`src/rtl/stopwatch_ctrl.sv`:
```
// rtl/stopwatch_ctrl.sv - stopwatch mm:ss sequencer, run/pause FSM, adjust logic and display enables
// Optional button debounce: define STOPWATCH_DEBOUNCE_EN.
module stopwatch_ctrl #(
    parameter int CLK_HZ          = 100_000_000,
    parameter int FAST_DIV        = 200_000,
    parameter int DEBOUNCE_CYCLES = 1_000_000
) (
    input  logic       clk,
    input  logic       rst,
    input  logic       pause_btn,
    input  logic       clear_btn,
    input  logic       sel_sw,
    input  logic       adj_sw,
    output logic [5:0] min,
    output logic [5:0] sec,
    output logic       sel,
    output logic       adj,
    output logic       fast_tick,
    output logic       blink
);
    localparam int HALF_HZ = CLK_HZ / 2;
    localparam int SEC_W   = $clog2(CLK_HZ + 1);
    localparam int HALF_W  = $clog2(HALF_HZ + 1);
    localparam int FAST_W  = $clog2(FAST_DIV + 1);
    localparam logic [SEC_W-1:0]  SEC_TC  = SEC_W'(CLK_HZ - 1);
    localparam logic [HALF_W-1:0] HALF_TC = HALF_W'(HALF_HZ - 1);
    localparam logic [FAST_W-1:0] FAST_TC = FAST_W'(FAST_DIV - 1);

    typedef enum logic {S_PAUSED, S_RUN} state_t;

    state_t            state_q, state_d;
    logic [3:0]        sync1_q, sync2_q;
    logic [1:0]        btn_lvl, btn_prev_q, btn_evt;
    logic [5:0]        min_q, min_d, sec_q, sec_d;
    logic [SEC_W-1:0]  sec_div_q, sec_div_d;
    logic [HALF_W-1:0] adj_div_q, adj_div_d, blink_cnt_q, blink_cnt_d;
    logic [FAST_W-1:0] fast_cnt_q, fast_cnt_d;
    logic              fast_tick_q, fast_tick_d, blink_q, blink_d;
    logic              sec_tick, adj_tick;

    function automatic logic [5:0] wrap_inc(input logic [5:0] v);
        return (v == 6'd59) ? 6'd0 : v + 6'd1;
    endfunction

    // Bit order of the synchronizer vector: {adj, sel, clear, pause}
    always_ff @(posedge clk) begin
        if (rst) begin
            sync1_q <= '0;
            sync2_q <= '0;
        end else begin
            sync1_q <= {adj_sw, sel_sw, clear_btn, pause_btn};
            sync2_q <= sync1_q;
        end
    end

    assign sel = sync2_q[2];
    assign adj = sync2_q[3];

`ifdef STOPWATCH_DEBOUNCE_EN
    localparam int DB_W = $clog2(DEBOUNCE_CYCLES + 1);
    localparam logic [DB_W-1:0] DB_TC = DB_W'(DEBOUNCE_CYCLES - 1);

    logic [1:0]      db_lvl_q, db_lvl_d;
    logic [DB_W-1:0] db_cnt_q [2];
    logic [DB_W-1:0] db_cnt_d [2];

    // Any cycle where the synchronized level matches the held level restarts the count.
    always_comb begin
        db_lvl_d = db_lvl_q;
        for (int i = 0; i < 2; i++) begin
            db_cnt_d[i] = '0;
            if (sync2_q[i] != db_lvl_q[i]) begin
                if (db_cnt_q[i] == DB_TC) begin
                    db_lvl_d[i] = sync2_q[i];
                end else begin
                    db_cnt_d[i] = db_cnt_q[i] + 1'b1;
                end
            end
        end
    end

    always_ff @(posedge clk) begin
        if (rst) begin
            db_lvl_q <= '0;
            for (int i = 0; i < 2; i++) db_cnt_q[i] <= '0;
        end else begin
            db_lvl_q <= db_lvl_d;
            for (int i = 0; i < 2; i++) db_cnt_q[i] <= db_cnt_d[i];
        end
    end

    assign btn_lvl = db_lvl_q;
`else
    assign btn_lvl = sync2_q[1:0];
`endif

    assign btn_evt = btn_lvl & ~btn_prev_q;

    always_comb begin
        state_d   = state_q;
        min_d     = min_q;
        sec_d     = sec_q;
        sec_div_d = sec_div_q;
        adj_div_d = adj_div_q;
        sec_tick  = 1'b0;
        adj_tick  = 1'b0;

        // Each divider is held at zero while the other mode owns the count,
        // which gives the restart on entering and leaving adjust.
        if (adj) begin
            sec_div_d = '0;
            adj_tick  = (adj_div_q == HALF_TC);
            adj_div_d = adj_tick ? '0 : adj_div_q + 1'b1;
        end else begin
            adj_div_d = '0;
            if (state_q == S_RUN) begin
                sec_tick  = (sec_div_q == SEC_TC);
                sec_div_d = sec_tick ? '0 : sec_div_q + 1'b1;
            end
        end

        if (adj_tick) begin
            if (sel) sec_d = wrap_inc(sec_q);
            else     min_d = wrap_inc(min_q);
        end else if (sec_tick) begin
            sec_d = wrap_inc(sec_q);
            if (sec_q == 6'd59) min_d = wrap_inc(min_q);
        end

        if (btn_evt[0]) state_d = (state_q == S_RUN) ? S_PAUSED : S_RUN;

        if (btn_evt[1]) begin
            state_d   = S_PAUSED;
            min_d     = '0;
            sec_d     = '0;
            sec_div_d = '0;
            adj_div_d = '0;
        end
    end

    always_comb begin
        fast_tick_d = (fast_cnt_q == FAST_TC);
        fast_cnt_d  = fast_tick_d ? '0 : fast_cnt_q + 1'b1;
        blink_d     = blink_q ^ (blink_cnt_q == HALF_TC);
        blink_cnt_d = (blink_cnt_q == HALF_TC) ? '0 : blink_cnt_q + 1'b1;
    end

    always_ff @(posedge clk) begin
        if (rst) begin
            state_q     <= S_PAUSED;
            btn_prev_q  <= '0;
            min_q       <= '0;
            sec_q       <= '0;
            sec_div_q   <= '0;
            adj_div_q   <= '0;
            fast_cnt_q  <= '0;
            fast_tick_q <= 1'b0;
            blink_cnt_q <= '0;
            blink_q     <= 1'b0;
        end else begin
            state_q     <= state_d;
            btn_prev_q  <= btn_lvl;
            min_q       <= min_d;
            sec_q       <= sec_d;
            sec_div_q   <= sec_div_d;
            adj_div_q   <= adj_div_d;
            fast_cnt_q  <= fast_cnt_d;
            fast_tick_q <= fast_tick_d;
            blink_cnt_q <= blink_cnt_d;
            blink_q     <= blink_d;
        end
    end

    assign min       = min_q;
    assign sec       = sec_q;
    assign fast_tick = fast_tick_q;
    assign blink     = blink_q;
endmodule

```
`config.mk`:
```
export PLATFORM = sky130hd
export DESIGN_NAME = stopwatch_ctrl
export DESIGN_NICKNAME = d
export VERILOG_FILES = /design/src/rtl/stopwatch_ctrl.sv
export SDC_FILE = /design/constraint.sdc
export NUM_CORES = 1
export LEC_CHECK = 0
export CAP_MARGIN = 20
export CELL_PAD_IN_SITES_DETAIL_PLACEMENT = 1
export CELL_PAD_IN_SITES_GLOBAL_PLACEMENT = 1
export CORE_MARGIN = 5
export CORE_UTILIZATION = 40
export CTS_CLUSTER_SIZE = 12
export DETAILED_ROUTE_END_ITERATION = 8
export GPL_TIMING_DRIVEN = 0
export PLACE_DENSITY_LB_ADDON = 0.1
export SETUP_SLACK_MARGIN = 0.02
export SYNTH_ARGS = -nofsm -noshare
export SYNTH_HDL_FRONTEND = slang
export SYNTH_SLANG_ARGS = --single-unit
```
`constraint.sdc`:
```
create_clock -name clk -period 6.23 [get_ports clk]
set_input_delay 0.623 -clock clk [delete_from_list [all_inputs] [get_ports clk]]
set_output_delay 0.623 -clock clk [all_outputs]
set_load 0.05 [all_outputs]
```
==> summary.txt <==
STA
  • Slew margin rel.: 38.5%
  • Worst Tran Pin Value: 0.916 ns
  • Unrepaired setup endpoints after global routing: false
  • Period utilization: 43.2%
  • # setup viols final: 0
  • Min Tclk post-route: 2.69 ns
  • Setup_tns: 0 ns
  • Clk_skew: 0.00630 ns
  • Final Max Tran Viols: 0
  • Final Hold Vio Count: 0
  • Max Freq: 0.371 GHz

Routing
  • Final WL: 12.5 mm
  • 1st-pass router iterations: 4
  • Residual DRC: 0
  • DRT antenna net count: 0
  • Mean routed wirelength per cell: 14.8 um
  • Post-DR vias/cell: 5.20
  • DR iter-0 viols: 151
  • Vias: 4403

Synth
  • Synth top area share: 45.5%
  • Largest family of logic cells by synthesized area: simple AND/OR/NAND/NOR gates
  • Flops & latches, synth: 122
  • Mapped Cells: 617
  • Synth cell types: 50
  • Post-Syn Area per Cell: 8.69 um^2
  • XOR/XNOR Fraction of Synth Area: 14.7%
  • Syn Nets: 629
  • Compound-Gate Fraction of Synth Area: 3.69%
  • Ranking of synthesized cells by area: dfxtp_1, nor2_1, xnor2_1
  • Post-synthesis mux area share: 0.560%
  • Post-synth EDFFs: 0
  • Yosys Warn Count: 0
  • Async SR Flop Fraction: 0%
  • Synthesized area: 5360 um^2
  • Area leader, netlist: dfxtp_1
  • Register area share after synthesis: 45.5%
  • Adder-Cell Fraction of Synth Area: 1.40%
  • Post-synth top flop: dfxtp_1
  • Post-Synth Simple-Gate Area: 31.3%

Placed design
  • Port bufs: 21
  • Routability cong.: 0.749
  • Placed Instances: 815
  • Post-DP HPWL: 8.78 mm

GRT
  • First-pass GRT wire length: 21.8 mm
  • Via count of the first global-routing pass: 4627
  • All-Layer GR Usage: 16.6%
  • Total gr overflow: 0
  • Antenna violations before repair: 0
  • Largest net degree at the start of global routing: 17

Cells and area
  • Area Growth Syn to Fin: 19.9%
  • Fill cells: 1536
  • Antenna fix cells: 0
  • Share of cells above drive strength 1: 6.42%
  • Final-stage net count: 670
  • Fin cells: 846

Worst setup path
  • Critical path, cell by cell: or4b_2, or4_4, nor2_1, or3_1, buf_2, buf_1, nor2_1
  • Crit path buffers/inverters: 2
  • Delay of the slowest cell on the worst path: 0.68 ns
  • Reg2reg start: sec_div_q[10]$_SDFFE_PP0P_
  • Req. time, crit path: 6.51 ns
  • Critical path's top delay family: simple AND/OR/NAND/NOR gates
  • Slowest CP cell: or4b_2
  • CP max FO: 10
  • Setup Crit Path Kind: reg -> reg
  • R2R setup slack: 3.54 ns
  • CP arrival: 2.98 ns
  • Crit. Startpoint: sec_div_q[10]$_SDFFE_PP0P_
  • Critical Path End Type: register
  • CP startpoint kind: register
  • Top cell by count, worst path: nor2_1

Floorplanning
  • DIE AREA: 15800 um^2
  • IO Pins: 22
  • Die H: 126 um
  • Row cnt: 42
  • Die W: 126 um
  • Initial cell density of the core: 40.7%
  • Core Box Area: 13200 um^2

Hold path
  • Hold WC Path Type: reg -> reg
  • Worst Min Path Start: sync1_q[3]$_SDFF_PP0_

Clock network
  • Clock Path Buffers: 2
  • Clock Latency Late Sink: 0.41 ns
  • CTS tree: done
  • Setup repair bufs after CTS: 0
  • Htree depth: 4
  • CTS root buffer: clkbuf_16
  • Post-cts hold buffer count: 0
  • Number of CTS-inserted buffers: 17
  • Post-cts resize count: 0
  • Clock Sinks: 122
  • Clock-pin slew on the worst setup and hold paths: 0.06 ns

Flow run
  • Max_cap viols: 0

Pwr
  • VDD IR-drop max: 179 uV
  • Leakage: 0.00216 uW
  • Pwr/cell area: 292 nW/um^2

Run status
  • Status: finished, final reports clean
-- final cells by class --
| cell class | instances | area, um^2 | area share, % |
|---|---|---|---|
| well taps | 176 | 220 | 3.42 |
| clock buffers | 21 | 460 | 7.16 |
| clock inverters | 10 | 166 | 2.59 |
| multi-input cells | 458 | 2780 | 43.2 |
| repair buffers | 22 | 215 | 3.35 |
| inverters | 18 | 67.6 | 1.05 |
| flip-flops and latches | 122 | 2440 | 38.0 |
| plain buffers | 19 | 83.8 | 1.30 |
-- power by group --
part / internal (uW) / switching (uW)
logic: 13.3 / 24.3
clock network: 690 / 357
registers: 788 / 4.95
total: 1490 / 386
-- flip-flops by register name, summed over array words and instances (netlist names) --
register / cells
blink: 1
fast_cnt_q: 18
btn_prev_q: 2
state_q: 1
sec: 6
fast_tick: 1
min: 6
sync2_q: 4
sec_div_q: 27
sync1_q: 4
adj_div_q: 26
blink_cnt_q: 26
-- worst paths after layout --
kind | to | cells past startpoint
max | sec_div_q[9]$_SDFFE_PP0P_ | 7
min | sync2_q[3]$_SDFF_PP0_ | 1
max reg2reg | sec_div_q[9]$_SDFFE_PP0P_ | 7
min reg2reg | sync2_q[3]$_SDFF_PP0_ | 1
-- cells in the mapped netlist (2+ instances only) --
library cell,instances
or4_1,2
nand4bb_1,2
nand2_1,36
and4_1,10
xor2_1,42
or3_1,9
dfxtp_1,122
xnor2_1,48
nor2b_1,15
buf_2,4
and3_1,15
nor2_1,123
o21ai_0,8
ha_1,6
clkbuf_1,12
nand4b_1,5
inv_1,18
mux2i_1,3
nor3_1,15
nor4_1,15
o211ai_1,3
nand3_1,42
buf_1,2
a21oi_1,4
and2_1,5
nand2b_1,4
nand4_1,24
-- layout by cell type, fill, tap and decap left out, drive strengths merged, types with 3 or more instances in the layout --
| cell type | n |
|---|---|
| and4 | 10 |
| clkdlybuf4s50 | 21 |
| dfxtp | 122 |
| xnor2 | 48 |
| nand2b | 4 |
| or3 | 9 |
| buf | 8 |
| and3 | 15 |
| o21ai | 8 |
| nor3 | 15 |
| nand4 | 24 |
| nor2b | 15 |
| nand3 | 42 |
| ha | 6 |
| xor2 | 42 |
| clkbuf | 33 |
| mux2i | 3 |
| or4 | 3 |
| nor4 | 15 |
| nand4b | 5 |
| and2 | 6 |
| inv | 19 |
| a21oi | 5 |
| o211ai | 3 |
| nand2 | 36 |
| clkinv | 3 |
| bufinv | 4 |
| nor2 | 123 |
-- through the flow --
step                      hold slack (ns)  area, um^2  setup WS [ns]  utilization, %  power, uW
final                               0.436        6430           3.54            48.8       1880
after global routing                0.467        6430           3.29            48.8       1940
after CTS                           0.442        6430           3.49            48.8       1900
after detailed placement            0.429        5800           3.34            44.0        848
after global placement              0.430        5790           3.41            43.9        846
after floorplan                     0.414        5360           3.80               -        833
-- layer usage --
metal,part of all wire [%],vias up,track usage (%)
li1,-,2193,-
met1,47,2157,20.7
met2,48,38,26.9
met3,3.4,15,5.80
met4,1.3,0,5.49
met5,0,-,0
-- worst reg2reg max path, cell delays in order, from the launching register on --
cell and delay, ns:
dfxtp_1 0.34, or4b_2 0.68, or4_4 0.54, nor2_1 0.15, or3_1 0.12, buf_2 0.21, buf_1 0.40, nor2_1 0.11
-- logic make-up after synthesis --
logic type	Yosys count
simple gates	331
flops	122
buf+inv	37
fa+ha+maj	6
compound gates	28
mux	3
xor+xnor	90
Power figures use the tool's default switching activity.
